==> config.mk <==
export PLATFORM = sky130hd
export DESIGN_NAME = n_bit_down_counter_flat
export DESIGN_NICKNAME = d
export VERILOG_FILES = /design/src/rtl/n_bit_down_counter_if.sv /design/src/rtl/n_bit_down_counter.sv /design/src/flat_wrapper.sv
export SDC_FILE = /design/constraint.sdc
export NUM_CORES = 1
export LEC_CHECK = 0
export CAP_MARGIN = 30
export CORE_AREA = 2 2 39 41
export CTS_CLUSTER_SIZE = 40
export DETAILED_ROUTE_END_ITERATION = 8
export DIE_AREA = 0 0 41 43
export PLACE_DENSITY = 0.6
export SYNTH_ARGS = -nofsm -noshare
export SYNTH_HDL_FRONTEND = slang
export SYNTH_SLANG_ARGS = --single-unit
==> constraint.sdc <==
create_clock -name clk -period 1.7 [get_ports clk]
set_input_delay 0.34 -clock clk [delete_from_list [all_inputs] [get_ports clk]]
set_output_delay 0.34 -clock clk [all_outputs]
set_load 0.05 [all_outputs]
==> src/rtl/n_bit_down_counter_if.sv <==
// Bundle of the down counter's control and status signals.
// Ports: load/load_val/en/auto_reload in; count_out/done/busy out.
interface n_bit_down_counter_if #(
   parameter int N = 3
);
   logic         load;
   logic [N-1:0] load_val;
   logic         en;
   logic         auto_reload;
   logic [N-1:0] count_out;
   logic         done;
   logic         busy;

   modport master (
      output load,
      output load_val,
      output en,
      output auto_reload,
      input  count_out,
      input  done,
      input  busy
   );

   modport slave (
      input  load,
      input  load_val,
      input  en,
      input  auto_reload,
      output count_out,
      output done,
      output busy
   );
endinterface

==> src/rtl/n_bit_down_counter.sv <==
// Loadable N-bit down counter, one-cycle done pulse, optional reload.
// Ports: clk, rst (sync high), bus (slave: load, load_val, en,
//        auto_reload in; count_out, done, busy out, all registered).
module n_bit_down_counter #(
   parameter int N = 3
) (
   input logic                   clk,
   input logic                   rst,
   n_bit_down_counter_if.slave   bus
);

   typedef enum logic {
      IDLE = 1'b0,
      RUN  = 1'b1
   } state_t;

   state_t       state_q, state_d;
   logic [N-1:0] count_q, count_d;
   logic [N-1:0] reload_q, reload_d;
   logic         done_q, done_d;

   localparam logic [N-1:0] ONE  = N'(1);
   localparam logic [N-1:0] ZERO = '0;

   always_ff @(posedge clk) begin
      if (rst) begin
         state_q  <= IDLE;
         count_q  <= '0;
         reload_q <= '0;
         done_q   <= 1'b0;
      end else begin
         state_q  <= state_d;
         count_q  <= count_d;
         reload_q <= reload_d;
         done_q   <= done_d;
      end
   end

   always_comb begin
      state_d  = state_q;
      count_d  = count_q;
      reload_d = reload_q;
      done_d   = 1'b0;
      if (bus.load) begin
         // a zero load clears instead of starting a count
         count_d  = bus.load_val;
         reload_d = bus.load_val;
         state_d  = (bus.load_val != ZERO) ? RUN : IDLE;
      end else begin
         unique case (state_q)
            IDLE: begin
            end
            RUN: begin
               if (bus.en) begin
                  if (count_q == ONE) begin
                     done_d = 1'b1;
                     if (bus.auto_reload) begin
                        count_d = reload_q;
                     end else begin
                        count_d = '0;
                        state_d = IDLE;
                     end
                  end else begin
                     count_d = count_q - ONE;
                  end
               end
            end
            default: begin
               state_d = IDLE;
            end
         endcase
      end
   end

   assign bus.count_out = count_q;
   assign bus.done      = done_q;
   assign bus.busy      = (state_q == RUN);

endmodule

==> src/flat_wrapper.sv <==
// flat-port wrapper written by rule: the top's interface ports become plain ports
module n_bit_down_counter_flat 
#(
   parameter int N = 3
)
  (clk, rst, bus_load, bus_load_val, bus_en, bus_auto_reload, bus_count_out, bus_done, bus_busy);
  n_bit_down_counter_if #(.N(N)) bus_i ();
  input logic clk;
  input logic rst;
  input wire logic [$bits(bus_i.load)-1:0] bus_load;
  input wire logic [$bits(bus_i.load_val)-1:0] bus_load_val;
  input wire logic [$bits(bus_i.en)-1:0] bus_en;
  input wire logic [$bits(bus_i.auto_reload)-1:0] bus_auto_reload;
  output wire logic [$bits(bus_i.count_out)-1:0] bus_count_out;
  output wire logic [$bits(bus_i.done)-1:0] bus_done;
  output wire logic [$bits(bus_i.busy)-1:0] bus_busy;
  assign bus_i.load = bus_load;
  assign bus_i.load_val = bus_load_val;
  assign bus_i.en = bus_en;
  assign bus_i.auto_reload = bus_auto_reload;
  assign bus_count_out = bus_i.count_out;
  assign bus_done = bus_i.done;
  assign bus_busy = bus_i.busy;
  n_bit_down_counter #(.N(N)) u_core (.clk(clk), .rst(rst), .bus(bus_i));
endmodule
After elaboration in Yosys (flattened, before gate mapping):

Cells that the tools add are included.

* bits in registers: 8
* output and inout port bits: 5
* bits of input ports: 8
* logic and storage cells: 25

* muxes and demuxes: 12
* add/sub/neg operators: 1
* bitwise gates (word level): 2
* reductions and logical operators: 5
* equality and inequality tests: 1

Operators by type and width (count)
* 2-to-1 mux 3 bit: 5
* 2-to-1 mux 1 bit: 7
* nonzero test 2 bit: 2
* OR reduction 4 bit: 1
* equality test 3 x 1 -> 1 bit, second input constant: 1
* nonzero test 3 bit: 1
* subtractor 3 x 1 -> 3 bit, second input constant: 1
* NOT 1 bit: 2
* AND reduction 2 bit: 1

Depth between registers and ports, before layout:

Gate-level depths: netlist of run 1.

* word-level depth: 5
* mapped depth: 6
* mapped depth without buffers: 6

Least setup slack after synthesis of run 1:

OpenSTA, ideal clock, no wires.

* path type: flip-flop to flip-flop
* start point: register u_core.count_q[1] (netlist: u_core.bus.count_out[1])
* end point: register u_core.count_q[0] (netlist: u_core.bus.count_out[0])
* period minus slack after synthesis: 1.655 ns
* stages on the path, launching flop included: 7
* data arrival time: 1.529 ns
* library setup time: 0.126 ns
* data required time: 1.574 ns
* path slack: 0.045 ns
* path buffers: 0
* cell sequence: dfxtp_1 > inv_1 > ha_1 > nor2b_4 > mux2i_1 > a222oi_1 > nor2_1

* cells in the longest elaborated chain, start to end: 5

RTL lines
* start, declared: line n_bit_down_counter.sv:18 `logic [N-1:0] count_q, count_d;`
* start signal, assigned: line n_bit_down_counter.sv:33 `count_q <= count_d;`
* equality test 3 x 1 -> 1 bit: line n_bit_down_counter.sv:55 `if (count_q == ONE) begin`
* 2-to-1 mux 3 bit: line n_bit_down_counter.sv:55
* 2-to-1 mux 3 bit: line n_bit_down_counter.sv:54 `if (bus.en) begin`
* 2-to-1 mux 3 bit: line n_bit_down_counter.sv:50 `unique case (state_q)`
* 2-to-1 mux 3 bit: line n_bit_down_counter.sv:44 `if (bus.load) begin`

Every way passes these cells. The select of a mux whose other input is x is not followed.
A chain may end at the register's enable or synchronous reset.

Final worst setup path of run 1:

* start point: register u_core.count_q[0] (netlist: u_core.bus.count_out[0])
* end point: register u_core.count_q[1] (netlist: u_core.bus.count_out[1])

* cells in the longest elaborated chain, start to end: 5
* elaborated cells between the ends (all ways): 6
* those cells by class: add/sub: 1; eq/ne: 1; mux: 4

RTL lines (line)
* subtractor 3 x 1 -> 3 bit or equality test 3 x 1 -> 1 bit (tied branches): n_bit_down_counter.sv:64, n_bit_down_counter.sv:55
* 2-to-1 mux 3 bit *: n_bit_down_counter.sv:55
* 2-to-1 mux 3 bit *: n_bit_down_counter.sv:54
* 2-to-1 mux 3 bit *: n_bit_down_counter.sv:50
* 2-to-1 mux 3 bit *: n_bit_down_counter.sv:44

Every way passes the cells marked *; elsewhere a longest branch is shown, timed or not. The select of a mux whose other input is x is not followed.

==> impl_metrics.csv, run 1 <==
group,metric,value,unit
status,status,"finished clean",
detailed_routing,wl,871,um
timing,slew_viol_final,0,
timing,fmax,736,MHz
synthesis,yosysWarnings,0,
detailed_routing,num_vias,393,
critical_path,cp_data_arrival_time,1.49,ns
timing,worstMarginPinSlew,0.324,ns
layout,antenna_cells,0,
layout,final_cell_mix,"8 x dfxtp_1, 7 x clkdlybuf4s50_1, 7 x buf_4, 5 x nor2_1, 5 x mux2i_1",
clock_tree,clkSlewWorstSetupHoldPaths,0.05,ns
die,die_height,43,um
critical_path,endpoint_kind,"register",
layout,post-route-cell-area,576,um2
detailed_routing,vias_per_cell,5.24,
die,start_util,30.7,%
clock_tree,cts_setup_buffers,0,
die,die_area,0.00176,mm2
critical_path,critPathKind,"register to register",
critical_path,ff2ff_path_depth,5,
clock_tree,htreeDepth,1,
power_and_ir_drop,power,0.463,mW
critical_path,required,1.83,ns
min_path,hold_path_class,"register to register",
synthesis,synth_area,425,um2
die,row_count,14,
layout,layout.nets,71,
timing,setup_viol,0,
timing,fin_setup_tns,0,ns
power_and_ir_drop,ir_drop,0.350,mV
timing,finalClockSkew,0.00155,ns
placement,hpwl,670,um
placement,place_inst,72,
detailed_routing,drc_errors,0,
timing,hold_slack,0.482,ns
critical_path,critPathMaxFanout,5,
synthesis,avgSynthCellArea,9.67,um2
clock_tree,clockRootBuffer,"clkbuf_4",
layout,mostFrequentLayoutCell,"dfxtp_1",
clock_tree,insertion_delay,0.25,ns
power_and_ir_drop,leakage,0.234,nW
detailed_routing,drtIter0Drc,14,
die,io_pins,13,
die,core_area,0.00138,mm2
layout,area_growth,35.3,%
critical_path,cp-start-kind,"register",
placement,portBuffers,12,
die,die_w,41,um
placement,place_congestion,0.708,
clock_tree,numCtsBuffers,3,
power_and_ir_drop,power.density,804,mW/mm2
clock_tree,cts_hold_buf,0,
timing,rsz0062_at_grt,"no",
detailed_routing,route.antenna.remaining_nets,0,
clock_tree,clockBufferDepth,2,
placement,placed_area,553,um2
global_routing,grt_max_degree,9,
layout,n_fill_cell,154,
timing,max_slew_margin,78.4,%
global_routing,grt_pass1_wl,1.40,mm
critical_path,r2r_slack,0.34,ns
timing,min_period_over_period,79.9,%
detailed_routing,first_pass_iters,4,
clock_tree,cts_tree,"done",
layout,layout-drive-gt1-share,22.0,%
run,cap_violations,0,
global_routing,grt_pass1_vias,326,
clock_tree,cts_resized,0,
synthesis,syn_inst,44,
clock_tree,cts.sinks,8,
synthesis,ys_seq_area_share,37.6,%
synthesis,synth_seq_cells,8,
layout,stdcell_count,75,
timing,finalHoldViolations,0,
synthesis,syn_nets,54,
global_routing,grt-ovfl-total,0,
synthesis,synthDistinctLibCells,21,
global_routing,antenna_found_initial,0,
detailed_routing,wl_per_cell,11.6,um
min_path,holdPathStages,2,
timing,min_period,1.36,ns
global_routing,grt_use_total,12.4,%
[critical path: stages (launching register included)]
cell,delay [ns]
dfxtp_1,0.41
ha_1,0.20
nor2b_4,0.22
mux2i_1,0.10
a222oi_1,0.25
nor2_1,0.06
[flip-flops by register name, indices dropped and copies added, names as in the netlist]
| register | count |
|---|---|
| u_core.bus.done | 1 |
| u_core.bus.busy | 1 |
| u_core.reload_q | 3 |
| u_core.bus.count_out | 3 |
[where the power goes]
group	switching (mW)	internal [mW]
Clock	0.0618	0.0806
Sequential	0.0106	0.199
Combinational	0.0591	0.0523
Total	0.131	0.332
[final cells by class]
class	instances	area, um2	area share [%]
multi-input cells	32	243	42.2
flip-flops and latches	8	160	27.8
repair buffers	14	123	21.3
clock buffers	3	22.5	3.91
well taps	16	20.0	3.48
inverters	2	7.51	1.30
[stage by stage]
stage	worst slack, ns	utilization [%]
after floorplan	0.0452	-
after global placement	0.156	40.0
after detailed placement	0.147	40.0
after CTS	0.329	41.6
after global routing	0.201	41.6
final	0.342	41.6
[final timing paths]
check,from,to
min reg2reg,u_core.reload_q[2],u_core.reload_q[2]
min,u_core.reload_q[2],u_core.reload_q[2]
max,u_core.bus.count_out[0],u_core.bus.count_out[1]
max reg2reg,u_core.bus.count_out[0],u_core.bus.count_out[1]
[synthesized netlist by cell type, drive strengths merged]
| cell type | count | area (um2) |
|---|---|---|
| dfxtp | 8 | 160 |
| mux2i | 5 | 50.1 |
| nor2 | 5 | 18.8 |
| a21oi | 3 | 15.0 |
| nand2 | 3 | 11.3 |
| a222oi | 2 | 20.0 |
| ha | 2 | 25.0 |
| inv | 2 | 7.51 |
| nand3b | 2 | 15.0 |
| a311oi | 1 | 15.0 |
| a31o | 1 | 8.76 |
| and2b | 1 | 8.76 |
| and3b | 1 | 8.76 |
| buf | 1 | 11.3 |
| clkbuf | 1 | 3.75 |
| nand2b | 1 | 6.26 |
| nand3 | 1 | 5.00 |
| nand4b | 1 | 8.76 |
| nor2b | 1 | 13.8 |
| nor3 | 1 | 5.00 |
| o31ai | 1 | 7.51 |
[cell families after synthesis]
logic type,after synthesis,synth area share [%]
DFF,8,37.6
buffers and inverters,4,5.29
and+or+nand+nor,17,23.8
adders and majority gates,2,5.88
muxes,5,11.8
AOI/OAI and AO/OA,8,15.6
[per-layer routing]
layer | global-route usage, % | routed length [um]
met1 | 16.1 | 392
met2 | 15.6 | 403
met3 | 3.14 | 68
met5 | 0 | 0
met4 | 12.0 | 6
Power figures use the tool's default switching activity.
==> run 2, diff against run 1 <==
- clock period: 1.7 -> 1.3 ns (I/O delays scaled with it)
==> run 2 against run 1 <==
Compared with the run above: non-clock buffer count grew 6; setup slack lost 0.29 ns; critical endpoint is now u_core.bus.count_out[2]; highest routed layer is now met3; sequential share of layout area shrank 3.9 points; critical path type unchanged; cell area grew 24%; die area is the same; final cell count grew 9.3%; fmax grew 8.5%; combinational power grew 72%; clock skew grew 0.0072 ns.
==> impl_metrics.csv, run 2 (synthesis gave the netlist of run 1 again) <==
group,metric,value,unit
clock_tree,clkSlewWorstSetupHoldPaths,0.06,ns
clock_tree,cts_hold_buf,0,
placement,place_congestion,0.781,
global_routing,grt_pass1_vias,360,
global_routing,grt_pass1_wl,1.61,mm
timing,max_slew_margin,78.9,%
clock_tree,clockRootBuffer,"clkbuf_4",
detailed_routing,num_vias,402,
critical_path,cp-start-kind,"register",
critical_path,required,1.46,ns
die,die_w,41,um
timing,fin_setup_tns,0,ns
timing,hold_slack,0.475,ns
clock_tree,htreeDepth,1,
min_path,hold_path_class,"register to register",
run,cap_violations,0,
critical_path,cp_slowest_cell,"dfxtp_4",
layout,mostFrequentLayoutCell,"buf_4",
layout,multi_input_area,255,um2
critical_path,critPathMaxFanout,3,
clock_tree,cts.sinks,8,
critical_path,endpoint_kind,"register",
die,row_count,14,
placement,portBuffers,12,
layout,final_cell_mix,"8 x buf_4, 7 x clkdlybuf4s50_1, 5 x nor2_1, 5 x mux2i_1, 5 x buf_12",
die,start_util,30.7,%
detailed_routing,route.antenna.remaining_nets,0,
clock_tree,numCtsBuffers,3,
critical_path,critical_path.startpoint,"u_core.bus.count_out[0]",
timing,fmax,799,MHz
critical_path,path_cells,"inv_1 > ha_1 > mux2i_1 > a31o_1 > a311oi_2",
timing,setup_viol,0,
timing,min_period,1.25,ns
die,io_pins,13,
global_routing,antenna_found_initial,0,
detailed_routing,drc_errors,0,
min_path,holdPathStages,2,
global_routing,grt_max_degree,9,
min_path,min-delay-start,"u_core.reload_q[2]",
timing,slew_viol_final,0,
layout,layout-drive-gt1-share,37.9,%
timing,finalClockSkew,0.00875,ns
layout,layout.nets,77,
detailed_routing,wl_per_cell,11.8,um
global_routing,grt-ovfl-total,0,
die,die_height,43,um
detailed_routing,drtIter0Drc,17,
min_path,hold_path_end,"u_core.reload_q[2]",
layout,n_fill_cell,127,
power_and_ir_drop,power.density,940,mW/mm2
critical_path,r2r_slack,0.05,ns
clock_tree,clockBufferDepth,2,
power_and_ir_drop,leakage,0.285,nW
critical_path,worst-path-buf-inv,1,
layout,area_growth,67.4,%
clock_tree,insertion_delay,0.25,ns
timing,min_period_over_period,96.3,%
clock_tree,cts_tree,"done",
power_and_ir_drop,ir_drop,0.565,mV
critical_path,critical_path.max_stage_delay,0.36,ns
layout,ff_latch_area,170,um2
critical_path,ff2ff_path_depth,5,
critical_path,r2r-end,"u_core.bus.count_out[2]",
timing,finalHoldViolations,0,
detailed_routing,vias_per_cell,4.90,
critical_path,cp_data_arrival_time,1.41,ns
detailed_routing,wl,965,um
timing,rsz0062_at_grt,"yes",
critical_path,r2r_start,"u_core.bus.count_out[0]",
global_routing,grt_use_total,14.1,%
die,core_area,0.00138,mm2
die,die_area,0.00176,mm2
detailed_routing,first_pass_iters,4,
status,status,"finished clean",
critical_path,critPathTopFamily,"compound AO/OA/AOI/OAI gates",
timing,worstMarginPinSlew,0.316,ns
layout,antenna_cells,0,
critical_path,critPathKind,"register to register",
## run 2: cell count changes in the layout (fill, tap and decap cells not counted), moves of 2 or more
cell	previous run	this run
buf_12	0	5
dfxtp_1	8	4
dfxtp_2	0	2
dfxtp_4	0	2
## run 2: metal layers
metal  vias to the layer above  part of all wire (%)  wire length [um]  global-route usage [%]
met3                         0                   4.1                40                    9.42
met2                        12                    48               460                    18.8
li1                        206                     -                 -                       -
met4                         0                     0                 0                    2.00
met1                       184                    48               464                    19.1
met5                         -                     0                 0                       0
## run 2: worst max path at each step
stage	end	cells past startpoint
detailed placement	u_core.bus.count_out[1]	4
floorplan	u_core.bus.count_out[0]	6
global placement	u_core.bus.count_out[2]	4
finish	u_core.bus.count_out[2]	5
global route	u_core.bus.count_out[0]	6
CTS	u_core.bus.count_out[1]	6
## run 2: repair_timing
action,CTS,global route
endpoints found under the hold margin,0,0
setup endpoints to repair,0,3
resized for setup,0,3
buffers inserted,0,2
## run 2: worst register-to-register path, stage by stage, from the launching register on
cell and delay, ns:
dfxtp_4 0.36, inv_1 0.05, ha_1 0.19, mux2i_1 0.13, a31o_1 0.23, a311oi_2 0.20
## run 2: area by class of cell
type | count | share of cell area (%)
repair buffers | 20 | 32.3
flip-flops and latches | 8 | 23.9
inverters | 2 | 1.41
clock buffers | 4 | 3.69
multi-input cells | 32 | 35.9
well taps | 16 | 2.81
## run 2: stage by stage
| step | power (mW) | setup slack [ns] | util (%) | cell area (um2) | cells |
|---|---|---|---|---|---|
| global route | 0.722 | -0.0311 | 51.4 | 712 | 82 |
| global placement | 0.462 | -0.160 | 47.4 | 656 | 76 |
| floorplan | 0.372 | -0.00296 | - | 435 | 44 |
| CTS | 0.674 | 0.00500 | 49.3 | 682 | 80 |
| finish | 0.670 | 0.0485 | 51.4 | 712 | 82 |
| detailed placement | 0.464 | -0.181 | 47.4 | 656 | 76 |
## run 2: report_power, final
group          total [mW]  internal (mW)  switching [mW]
logic               0.191          0.105          0.0859
clock network       0.202          0.117          0.0843
registers           0.277          0.260          0.0175
==> run 3, diff against run 2 <==
- CTS_CLUSTER_DIAMETER: not set -> 100
- TNS_END_PERCENT: not set -> 50
==> run 3 against run 2 <==
Compared with the run above: non-clock buffer count unchanged; final cell count unchanged; count of clock-buffer cells in the layout stayed put; global-route usage stayed put; sequential power about the same; clock power hardly changed; register-to-register slack is essentially flat; via count grew 0.50%; critical path depth is the same; critical endpoint unchanged; largest cell class unchanged.
==> impl_metrics.csv, run 3 (synthesis gave the netlist of run 1 again) <==
group,metric,value,unit
timing,setup_viol,0,
timing,min_period_over_period,96.3,%
clock_tree,insertion_delay,0.26,ns
power_and_ir_drop,power.density,944,mW/mm2
critical_path,cp_slowest_cell,"dfxtp_4",
timing,rsz0062_at_grt,"yes",
die,die_height,43,um
layout,n_fill_cell,127,
global_routing,grt-ovfl-total,0,
detailed_routing,drtIter0Drc,16,
detailed_routing,vias_per_cell,4.93,
clock_tree,cts.sinks,8,
placement,portBuffers,12,
timing,max_slew_margin,78.6,%
global_routing,grt_pass1_vias,360,
layout,antenna_cells,0,
layout,multi_input_area,255,um2
layout,area_growth,67.4,%
run,cap_violations,0,
critical_path,critPathMaxFanout,3,
clock_tree,clkSlewWorstSetupHoldPaths,0.06,ns
critical_path,path_cells,"inv_1 > ha_1 > mux2i_1 > a31o_1 > a311oi_2",
placement,place_congestion,0.781,
global_routing,grt_pass1_wl,1.61,mm
detailed_routing,num_vias,404,
critical_path,cp-start-kind,"register",
critical_path,worst-path-buf-inv,1,
timing,finalHoldViolations,0,
timing,finalClockSkew,0.0109,ns
die,die_w,41,um
clock_tree,clockRootBuffer,"clkbuf_4",
critical_path,critPathKind,"register to register",
power_and_ir_drop,ir_drop,0.567,mV
clock_tree,htreeDepth,1,
die,io_pins,13,
critical_path,required,1.46,ns
global_routing,grt_max_degree,9,
layout,final_cell_mix,"8 x buf_4, 7 x clkdlybuf4s50_1, 5 x nor2_1, 5 x mux2i_1, 5 x buf_12",
detailed_routing,drc_errors,0,
timing,fmax,799,MHz
critical_path,critPathTopFamily,"compound AO/OA/AOI/OAI gates",
global_routing,antenna_found_initial,0,
placement,place_inst,76,
critical_path,cp_data_arrival_time,1.42,ns
die,core_area,0.00138,mm2
critical_path,critical_path.max_stage_delay,0.36,ns
timing,worstMarginPinSlew,0.320,ns
detailed_routing,first_pass_iters,4,
global_routing,grt_use_total,14.1,%
critical_path,endpoint_kind,"register",
clock_tree,numCtsBuffers,3,
clock_tree,cts_tree,"done",
detailed_routing,route.antenna.remaining_nets,0,
power_and_ir_drop,leakage,0.285,nW
timing,fin_setup_tns,0,ns
die,row_count,14,
layout,layout-drive-gt1-share,37.9,%
detailed_routing,wl,965,um
clock_tree,clockBufferDepth,2,
layout,mostFrequentLayoutCell,"buf_4",
layout,ff_latch_area,170,um2
detailed_routing,wl_per_cell,11.8,um
die,start_util,30.7,%
layout,stdcell_count,82,
clock_tree,cts_hold_buf,0,
timing,min_period,1.25,ns
layout,layout.nets,77,
status,status,"finished clean",
timing,slew_viol_final,0,
critical_path,r2r_slack,0.05,ns
die,die_area,0.00176,mm2
min_path,hold_path_class,"register to register",
-- run 3: cell counts in the layout (fill, tap and decap cells not counted) --
Identical to the previous run, type by type.
-- run 3: final timing paths --
path,start,to,depth (start not counted)
setup / recovery,u_core.bus.count_out[0],u_core.bus.count_out[2],5
hold / removal,u_core.reload_q[2],u_core.reload_q[2],2
setup reg to reg,u_core.bus.count_out[0],u_core.bus.count_out[2],5
hold reg to reg,u_core.reload_q[2],u_core.reload_q[2],2
-- run 3: through the flow --
step	util, %	worst slack (ns)	total power, mW	hold WS, ns	cell area (um2)
after floorplan	-	-0.00296	0.372	0.407	435
after global placement	47.4	-0.160	0.462	0.465	656
after detailed placement	47.4	-0.181	0.464	0.467	656
after CTS	49.3	0.00500	0.674	0.477	682
after global routing	51.4	-0.0221	0.722	0.489	712
final	51.4	0.0480	0.672	0.475	712
-- run 3: report_power, final --
group | internal [mW] | total (mW) | switching [mW]
sequential | 0.260 | 0.277 | 0.0175
combinational | 0.105 | 0.191 | 0.0860
clock | 0.118 | 0.204 | 0.0863
total | 0.482 | 0.672 | 0.190
-- run 3: metal layers --
metal,routed length [um],up-vias,GRT usage (%),part of all wire (%)
met5,0,-,0,0
met4,0,0,2.00,0
met3,38,0,9.42,3.9
met2,456,12,18.8,47
met1,469,186,19.1,49
li1,-,206,-,-
-- run 3: cell type report --
class / count / area share, %
Multi-Input combinational cell: 32 / 35.9
Timing Repair Buffer: 20 / 32.3
Sequential cell: 8 / 23.9
Clock buffer: 4 / 3.69
Tap cell: 16 / 2.81
Inverter: 2 / 1.41
-- run 3: repair_timing --
item	CTS	global route
gates resized for setup	0	3
endpoints found under the setup margin	0	3
buffers inserted	0	2
-- run 3: worst register-to-register path: cells and delay by family, from the launching register on --
family / cells / cell delay (ns)
AOI/OAI and AO/OA: 2 / 0.43
buffers and inverters: 1 / 0.05
DFF: 1 / 0.36
muxes: 1 / 0.13
adders and majority gates: 1 / 0.19
